## src/rtl/nios_dct_pkg.sv

```systemverilog
// Shared constants and types for the Nios II OCI data-capture-trace frame sequencer.
// Latency: n/a (types and constants only).
// Backpressure: n/a.
package nios_dct_pkg;

    localparam int SYM_W  = 2;              // bits per trace symbol
    localparam int DEPTH  = 15;             // symbols per full frame
    localparam int BUF_W  = SYM_W * DEPTH;  // packed frame width (30)
    localparam int CNT_W  = 4;              // symbol count width, holds 0..15
    localparam int DROP_W = 16;             // drop counter width (DCT_DROP_CNT_EN builds)

    typedef enum logic [1:0] {
        RUN   = 2'd0,
        DRAIN = 2'd1,
        ENDED = 2'd2
    } dct_state_t;

    typedef struct packed {
        logic [BUF_W-1:0] data;   // newest symbol in the low bits
        logic [CNT_W-1:0] count;  // valid symbols, 1..DEPTH
    } frame_t;

endpackage

```

## src/rtl/nios_dct_hold_reg.sv

```systemverilog
// One-deep valid/ready holding register for a W-bit payload.
// Latency: 1 cycle from load to out_vld.
// Backpressure: payload held stable while out_vld & !out_rdy; free tells the writer when a load is allowed.
// Ports: clk, reset_n (async active-low), load/load_dat (write side), out_vld/out_rdy/out_dat (read side), free.
module nios_dct_hold_reg #(
    parameter int W = 8
) (
    input  logic         clk,
    input  logic         reset_n,
    input  logic         load,
    input  logic [W-1:0] load_dat,
    output logic         out_vld,
    input  logic         out_rdy,
    output logic [W-1:0] out_dat,
    output logic         free
);

    // Empty, or the current word leaves this cycle.
    assign free = !out_vld | out_rdy;

    // The writer only raises load while free is high, so a load never
    // overwrites a word the sink has not taken.
    always_ff @(posedge clk or negedge reset_n) begin
        if (!reset_n) begin
            out_vld <= 1'b0;
            out_dat <= '0;
        end else if (load) begin
            out_vld <= 1'b1;
            out_dat <= load_dat;
        end else if (out_rdy) begin
            out_vld <= 1'b0;
        end
    end

endmodule

```

## src/rtl/nios_dct_frame_ctrl.sv

```systemverilog
// Packs 2-bit trace symbols into 15-symbol frames, hands them to the sink and drains on end of test.
// Latency: frame_valid is registered, one cycle after the frame is complete or flushed and the holding register is free.
// Backpressure: sink stalls with frame_ready; the source cannot stall, so a symbol meeting a full accumulator and a blocked holding register is dropped.
// Optional: define DCT_DROP_CNT_EN to add the saturating drop_count output.
// Ports: clk, reset_n; sym_valid/sym_data (symbol in); flush_req, test_ending (control);
//        frame_valid/frame_ready/frame_data/frame_count (frame out); busy, test_has_ended (status).
module nios_dct_frame_ctrl
    import nios_dct_pkg::*;
(
    input  logic              clk,
    input  logic              reset_n,
    input  logic              sym_valid,
    input  logic [SYM_W-1:0]  sym_data,
    input  logic              flush_req,
    input  logic              test_ending,
    output logic              frame_valid,
    input  logic              frame_ready,
    output logic [BUF_W-1:0]  frame_data,
    output logic [CNT_W-1:0]  frame_count,
    output logic              busy,
`ifdef DCT_DROP_CNT_EN
    output logic [DROP_W-1:0] drop_count,
`endif
    output logic              test_has_ended
);

    logic [BUF_W-1:0] acc;
    logic [CNT_W-1:0] cnt;
    logic             flush_pend;
    dct_state_t       state, state_nxt;

    logic   hold_free;
    logic   full, nonempty;
    logic   xfer, accept, absorb;
    frame_t load_frame, hold_q;

    assign full     = (cnt == CNT_W'(DEPTH));
    assign nonempty = (cnt != '0);

    assign xfer   = hold_free &
                    (full | ((flush_req | flush_pend | (state == DRAIN)) & nonempty));
    assign accept = sym_valid & (state == RUN) & (!full | xfer);

    // A transfer that is not caused by a full accumulator is a flush; a
    // symbol arriving in that cycle still fits and belongs to the flushed
    // frame. On a full transfer the symbol starts the next frame instead.
    assign absorb = accept & !full;

    always_comb begin
        load_frame.data  = acc;
        load_frame.count = cnt;
        if (absorb) begin
            load_frame.data  = {acc[BUF_W-SYM_W-1:0], sym_data};
            load_frame.count = cnt + CNT_W'(1);
        end
    end

    // Accumulator. Cleared on transfer so a short frame has zero upper bits.
    always_ff @(posedge clk or negedge reset_n) begin
        if (!reset_n) begin
            acc <= '0;
            cnt <= '0;
        end else if (xfer) begin
            if (accept && full) begin
                acc <= {{(BUF_W-SYM_W){1'b0}}, sym_data};
                cnt <= CNT_W'(1);
            end else begin
                acc <= '0;
                cnt <= '0;
            end
        end else if (accept) begin
            acc <= {acc[BUF_W-SYM_W-1:0], sym_data};
            cnt <= cnt + CNT_W'(1);
        end
    end

    // Remembers a flush that arrived while the holding register was blocked.
    always_ff @(posedge clk or negedge reset_n) begin
        if (!reset_n) begin
            flush_pend <= 1'b0;
        end else if (xfer) begin
            flush_pend <= 1'b0;
        end else if (flush_req && nonempty && !hold_free) begin
            flush_pend <= 1'b1;
        end
    end

    nios_dct_hold_reg #(
        .W ($bits(frame_t))
    ) u_hold (
        .clk      (clk),
        .reset_n  (reset_n),
        .load     (xfer),
        .load_dat (load_frame),
        .out_vld  (frame_valid),
        .out_rdy  (frame_ready),
        .out_dat  (hold_q),
        .free     (hold_free)
    );

    assign frame_data  = hold_q.data;
    assign frame_count = hold_q.count;
    assign busy        = nonempty | frame_valid;

    // End-of-test sequencing. DRAIN completes once nothing is left in the
    // accumulator and the held frame is gone or leaving this cycle.
    always_comb begin
        state_nxt = state;
        case (state)
            RUN:     if (test_ending) state_nxt = DRAIN;
            DRAIN:   if (!nonempty && hold_free) state_nxt = ENDED;
            ENDED:   state_nxt = ENDED;
            default: state_nxt = RUN;
        endcase
    end

    always_ff @(posedge clk or negedge reset_n) begin
        if (!reset_n) begin
            state          <= RUN;
            test_has_ended <= 1'b0;
        end else begin
            state          <= state_nxt;
            test_has_ended <= (state_nxt == ENDED);
        end
    end

`ifdef DCT_DROP_CNT_EN
    logic drop;
    assign drop = sym_valid & (state == RUN) & full & !xfer;

    always_ff @(posedge clk or negedge reset_n) begin
        if (!reset_n) begin
            drop_count <= '0;
        end else if (drop && (drop_count != {DROP_W{1'b1}})) begin
            drop_count <= drop_count + DROP_W'(1);
        end
    end
`endif

endmodule

```

## config.mk

```make
export PLATFORM = sky130hd
export DESIGN_NAME = nios_dct_frame_ctrl
export DESIGN_NICKNAME = d
export VERILOG_FILES = /design/src/rtl/nios_dct_pkg.sv /design/src/rtl/nios_dct_hold_reg.sv /design/src/rtl/nios_dct_frame_ctrl.sv
export SDC_FILE = /design/constraint.sdc
export NUM_CORES = 1
export LEC_CHECK = 0
export CAP_MARGIN = 20
export CORE_ASPECT_RATIO = 0.75
export CORE_UTILIZATION = 55
export CTS_BUF_LIST = sky130_fd_sc_hd__clkbuf_2
export DETAILED_ROUTE_END_ITERATION = 10
export GPL_TIMING_DRIVEN = 0
export PLACE_DENSITY = 0.87
export SLEW_MARGIN = 20
export SYNTH_ARGS = -nofsm -noshare
export SYNTH_HDL_FRONTEND = slang
export SYNTH_SLANG_ARGS = --single-unit
```

## constraint.sdc

```tcl
create_clock -name clk -period 3.05 [get_ports clk]
set_clock_uncertainty 0.2 [all_clocks]
set_input_delay 0.7625 -clock clk [delete_from_list [all_inputs] [get_ports clk]]
set_output_delay 0.7625 -clock clk [all_outputs]
set_load 0.005 [all_outputs]
```

# ---- Yosys cells after proc, flatten, opt, wreduce, memory -nomap -nowiden
# Cells that the tools add are included.
# Widths: inputs -> output; s select.
dict set report classes {
  addsub 1
  eq_ne 4
  mux 14
  bitwise 11
  n_reduce_logical 13
}
# op n
set op_table {}
lappend op_table {{$mux 30} 2}
lappend op_table {{$mux 34} 1}
lappend op_table {{$mux 4} 2}
lappend op_table {{$mux 2} 3}
lappend op_table {{$or 1x1->1} 6}
lappend op_table {{$pmux 2 s3} 1}
lappend op_table {{$reduce_bool 2->1} 3}
lappend op_table {{$and 1x1->1} 5}
lappend op_table {{$mux 1} 5}
lappend op_table {{$add 4x1->4 const B} 1}
lappend op_table {{$eq 2x2->1 const B} 2}
lappend op_table {{$eq 4x4->1 const B} 1}
lappend op_table {{$logic_and 1x1->1} 4}
lappend op_table {{$logic_not 1->1} 4}
lappend op_table {{$reduce_bool 4->1} 1}
lappend op_table {{$eq 2x1->1 const B} 1}
lappend op_table {{$logic_not 2->1} 1}
dict set report word_totals {
  regBits 73
  input_bits 8
  output_inout_bits 37
  elab_cells 50
}

# ---- Depth between registers and ports, before layout
# Gate-level depths: netlist of run 1.
dict set report depth {
  ltp_word 10
  ltp_mapped 9
  depth_no_buf 6
}

# ---- Modules after synthesis
# Synthesis of run 1 repeated with hierarchy kept, for this count alone.
dict set report hier_totals {
  hier_cells 293
  area_unflattened_um2 3539.6
}
# module n_inst cells_each area_each_um2 seq_area_each_um2
set by_module_without_submodules {}
lappend by_module_without_submodules {nios_dct_frame_ctrl 1 218 2088.3 950.9}
lappend by_module_without_submodules {nios_dct_hold_reg 1 75 1451.4 875.8}

# ---- Least setup slack after synthesis of run 1
# No wires, ideal clock.
dict set report synth_timing {
  path_type {reg-to-output}
  start {register cnt[0]}
  end {output port busy}
  t_arrival_ns 1.374
  required_time_ns 2.088
  path_slack_ns 0.714
  path_stages_with_launch 6
  n_path_buf 1
  cell_sequence {dfrtp_1 -> inv_1 -> ha_1 -> or3b_1 -> buf_2 -> or2_2}
}
dict set report synth_via {
  elab_chain_cells 2
}
# item line_no
set synth_rtl {}
lappend synth_rtl {{start: declaration} nios_dct_frame_ctrl.sv:28} ;# logic [CNT_W-1:0] cnt;
lappend synth_rtl {{start signal: assignment} nios_dct_frame_ctrl.sv:73} ;# cnt <= cnt + CNT_W'(1);
lappend synth_rtl {{$reduce_bool 4->1} nios_dct_frame_ctrl.sv:38} ;# assign nonempty = (cnt != '0);
lappend synth_rtl {{$or 1x1->1} nios_dct_frame_ctrl.sv:103} ;# assign busy = nonempty | frame_valid;
lappend synth_rtl {{end: declaration} nios_dct_frame_ctrl.sv:20} ;# output logic busy,
# No other way between the ends.

# ---- Final worst setup path of run 1
# Ends and elaborated chain as after synthesis.

==> results of run 1 <==
==> cell usage in the layout (no fill, tap or decap), types with 4 or more instances in the layout <==
| cell type | synthesis | routed |
|---|---|---|
| sky130_fd_sc_hd__o21ai_0 | 24 | 24 |
| sky130_fd_sc_hd__nand2_1 | 94 | 94 |
| sky130_fd_sc_hd__nor2_1 | 4 | 4 |
| sky130_fd_sc_hd__clkbuf_2 | 1 | 10 |
| sky130_fd_sc_hd__clkdlybuf4s50_1 | 0 | 42 |
| sky130_fd_sc_hd__a21oi_1 | 32 | 32 |
| sky130_fd_sc_hd__clkinvlp_4 | 0 | 5 |
| sky130_fd_sc_hd__buf_2 | 14 | 14 |
| sky130_fd_sc_hd__mux2i_1 | 31 | 31 |
| sky130_fd_sc_hd__dfrtp_1 | 73 | 73 |
| sky130_fd_sc_hd__clkbuf_1 | 4 | 4 |
| sky130_fd_sc_hd__buf_4 | 0 | 7 |
| sky130_fd_sc_hd__o21ai_1 | 11 | 11 |
==> kinds of logic (layout without fill, tap and decap cells) <==
family | Yosys count | in the layout | synth area share, %
AND/OR/NAND/NOR | 112 | 112 | 14.5
AO/OA/AOI/OAI | 82 | 82 | 14.6
flip-flops | 73 | 73 | 56.0
multiplexers | 31 | 31 | 9.51
buffers and inverters | 24 | 91 | 4.03
adder cells (fa/ha/maj) | 2 | 2 | 0.767
XOR/XNOR | 2 | 2 | 0.537
==> worst max-delay path by stage <==
stage,from,end,slack (ns),depth (start not counted)
6_report,cnt[0]$_DFFE_PN0P_,busy,0.17,5
5_1_grt,cnt[0]$_DFFE_PN0P_,busy,0.09,5
4_1_cts,cnt[0]$_DFFE_PN0P_,busy,0.04,6
3_5_place_dp,cnt[0]$_DFFE_PN0P_,busy,0.19,6
3_3_place_gp,reset_n,u_hold.out_dat[19]$_DFFE_PN0P_,-1.38,1
2_1_floorplan,cnt[0]$_DFFE_PN0P_,busy,0.71,5
==> cells in the mapped netlist, drive strengths merged <==
cell	count
o21ai	35
ha	2
a22o	2
dfrtp	73
or2	2
and2b	1
xnor2	2
o22ai	2
clkbuf	5
a311oi	1
mux2i	31
a21oi	32
or3b	1
o311a	1
buf	17
inv	2
nor2	4
a21boi	1
nand2b	1
a21o	2
a32o	1
nand4	1
and3	1
and4	1
nand3	2
nand2	95
nor3b	1
nor2b	2
o311ai	1
o31ai	3
a211oi	1
==> where the power goes <==
| part | internal (W) | switching [W] | total (W) | leakage [nW] |
|---|---|---|---|---|
| sequential | 0.00109 | 0.000104 | 0.00120 | 1.00 |
| clock | 0.000102 | 0.000347 | 0.000448 | 0.0459 |
| combinational | 0.000524 | 0.000740 | 0.00126 | 0.791 |
| total | 0.00172 | 0.00119 | 0.00291 | 1.84 |
==> flip-flops by register name, summed over array words and instances, names as in the netlist <==
signal,count
flush_pend,1
acc,30
cnt,4
state,2
u_hold.out_dat,34
test_has_ended,1
u_hold.out_vld,1
==> through the flow <==
| stage | cell area (sq um) | power (W) | hold WS (ns) |
|---|---|---|---|
| 6_report | 3960 | 0.00291 | 0.302 |
| 5_1_grt | 3960 | 0.00310 | 0.333 |
| 4_1_cts | 3960 | 0.00292 | 0.309 |
| 3_5_place_dp | 3820 | 0.00242 | 0.270 |
| 3_3_place_gp | 3800 | 0.00237 | 0.262 |
| 2_1_floorplan | 3260 | 0.00201 | 0.258 |
==> worst max-delay path: stages, from the launching register on <==
cell	delay, ns
sky130_fd_sc_hd__dfrtp_1	0.44
sky130_fd_sc_hd__inv_2	0.07
sky130_fd_sc_hd__ha_1	0.13
sky130_fd_sc_hd__or3b_4	0.38
sky130_fd_sc_hd__or2_2	0.27
sky130_fd_sc_hd__buf_2	0.13
==> metal layers <==
layer	vias to the layer above	part of all wire [%]
met1	1246	45
li1	1232	-
met4	0	0.99
met3	9	6.3
met5	-	0
met2	71	47
==> layout make-up <==
class	count	area (sq um)
inverters	2	7.51
flip-flops and latches	73	1830
fillers	428	1560
well taps	75	93.8
clock inverters	7	47.5
multi-input cells	229	1310
clock buffers	9	45.0
plain buffers	21	119
repair buffers	52	515
==> what timing repair did <==
item                       in CTS  in global routing
hold buffers                    1                  0
hold endpoints to repair       22                  0
setup buffers                   4                  2
setup endpoints to repair       1                  1
resized for setup               7                  1
==> results.md, run 1 <==
- After synthesis the netlist holds a flip-flop and latch count of 73.
- The floorplan step defined a core boundary enclosing 5530 sq um.
- The overall routed net length is 6770 um.
- The global-route track usage on met3 is 6.58%.
- The maximum vdd drop is 0.442 mV.
- The slew at the pin closest to its max-slew limit is 0.441 ns.
- The final design utilization is 71.7%.
- The terminus of the critical flop-to-flop path is u_hold.out_dat[11]$_DFFE_PN0P_.
- The worst register-to-register path has a setup slack of 0.56 ns.
- The flow ran to the end, and the final reports show no timing, DRC or antenna violations.
- In the final design database the tool counted 398 nets.
- The fraction of post-synthesis cell area in the top cell type by area is 56.0%.
- The total number of yosys warnings is 0.
- The number of antenna diodes in the final layout is 0.
- At the later pin of the worst-skew pair, clock insertion delay measures 0.52 ns.
- The shortest period the worst path allows is 2.88 ns.
- The count of placed standard cells in the final layout, fillers left out is 468.
- The clock drives 73 sinks.
- Power spread over the standard cell area amounts to 734 nW/um^2.
- The die area is 6250 sq um.
- In the routed layout, each cell is associated on average with a via count of 5.47.
- The count of H-tree levels built during CTS is 3.
- After global routing the overflow that remains totals 0.
- STA classifies the critical path endpoint as an output pin.
- The starting density of the core is 59.0%.
- Entering global routing, the biggest net connects 52 pins.
- For the final routed database, the setup TNS stands at 0 ns.
- The worst min-delay path startpoint is u_hold.out_dat[3]$_DFFE_PN0P_.
- After synthesis, the cell types taking the most area are sky130_fd_sc_hd__dfrtp_1, sky130_fd_sc_hd__nand2_1, sky130_fd_sc_hd__mux2i_1.
- In this run the worst path has a maximum fanout of 2.
- The number of global-route vias before repair is 2430.
- The netlist area before placement is 3260 sq um.
- Detailed placement finished with a half-perimeter wire length of 4670 um.
- The final setup slack of the worst path is 0.168 ns.
- The CTS tree is done.
- The overall fraction of global-route tracks in use is 24.0%.
- The instance count after placement with tap cells included is 446.
- The critical path class is reg2out.
- Setup violations remaining at the end of the flow were counted as 0.
- The average detailed-routed wire length per instance is 14.5 um.
- The maximum root-to-sink buffer count is 2.
- The synthesized area per cell is 10.0 sq um.
- The clock transition at the registers of the reported paths is 0.19 ns.
- The final period utilization is 94.5%.
- The vertical die dimension is 68.7 um.
- The x dimension of the die is 90.9 um.
- Timing analysis after detailed placement gives a worst setup slack of 0.187 ns.
- Max-cap violations in this run came to 0.
- The fmax is 0.347 GHz.
- Across all layers, the routed design uses 2558 vias.
- The worst path required time is 2.09 ns.
- The launching point of the worst reg2reg path is cnt[0]$_DFFE_PN0P_.
- The launching element type of the critical path is a flop.
- After technology mapping, the gate count stands at 326.
- Counting the buffers created by CTS gives 9.
- Counting every net in the synthesized netlist gives 336.
- The hold violation count in the final report came to 0.
- In this run the worst hold path is classified as reg2reg.
- 45 I/O pins were placed.
- met2 is the most crowded layer.
- The number of cell instances on the worst register-to-register path is 8.
- The number of antenna violations at the first check in global routing is 0.
- The max-slew violation count is 0.
- The cell sitting at the root of the clock tree is a sky130_fd_sc_hd__clkbuf_2.
- At the worst endpoint, the arrival time is 1.92 ns.
- The number of nets still failing antenna checks after routing is 0.
- The residual DRC count is 0.
- Routability-driven placement finished with a final weighted congestion of 0.843.
- After the first detailed-routing iteration, the DRC count stood at 218.
- The cell leakage power is 1.84 nW.
- Of the synthesized area, sequential elements account for 56.0%.
- The path with the worst hold slack has its endpoint at u_hold.out_dat[3]$_DFFE_PN0P_.
- The share of cells above drive strength 1 is 13.0%.
- The biggest area contributor in the post-synthesis netlist is sky130_fd_sc_hd__dfrtp_1.
- The number of placement rows is 23.
- The headroom to the max-slew limit is 70.6%.
- For this run, global-route usage on met1 was measured as 33.0%.
- Synthesis instantiated 35 different standard cells from the library.
- Global routing used 38.4% of the available met2 tracks.
- The first-pass GRT wire length is 11500 um.
- Setup repair after global routing left no endpoint under its margin.
- The worst hold path passes through 2 cells.
- The layout-stage area growth over the synthesis result is 21.4%.
- During placement, the flow inserted port buffers numbering 44.
- The first-pass iteration count of the detailed router is 4.
Power figures use the tool's default switching activity.
==> inputs of run 2 (changes only) <==
--- a/config.mk
+++ b/config.mk
@@ -10,6 +10,7 @@
 export CORE_UTILIZATION = 55
 export CTS_BUF_LIST = sky130_fd_sc_hd__clkbuf_2
 export DETAILED_ROUTE_END_ITERATION = 10
+export GPL_ROUTABILITY_DRIVEN = 0
 export GPL_TIMING_DRIVEN = 0
 export PLACE_DENSITY = 0.87
 export SLEW_MARGIN = 20
==> results of run 2 <==
No change in the layout: final DEF, timing and power equal those of run 1.
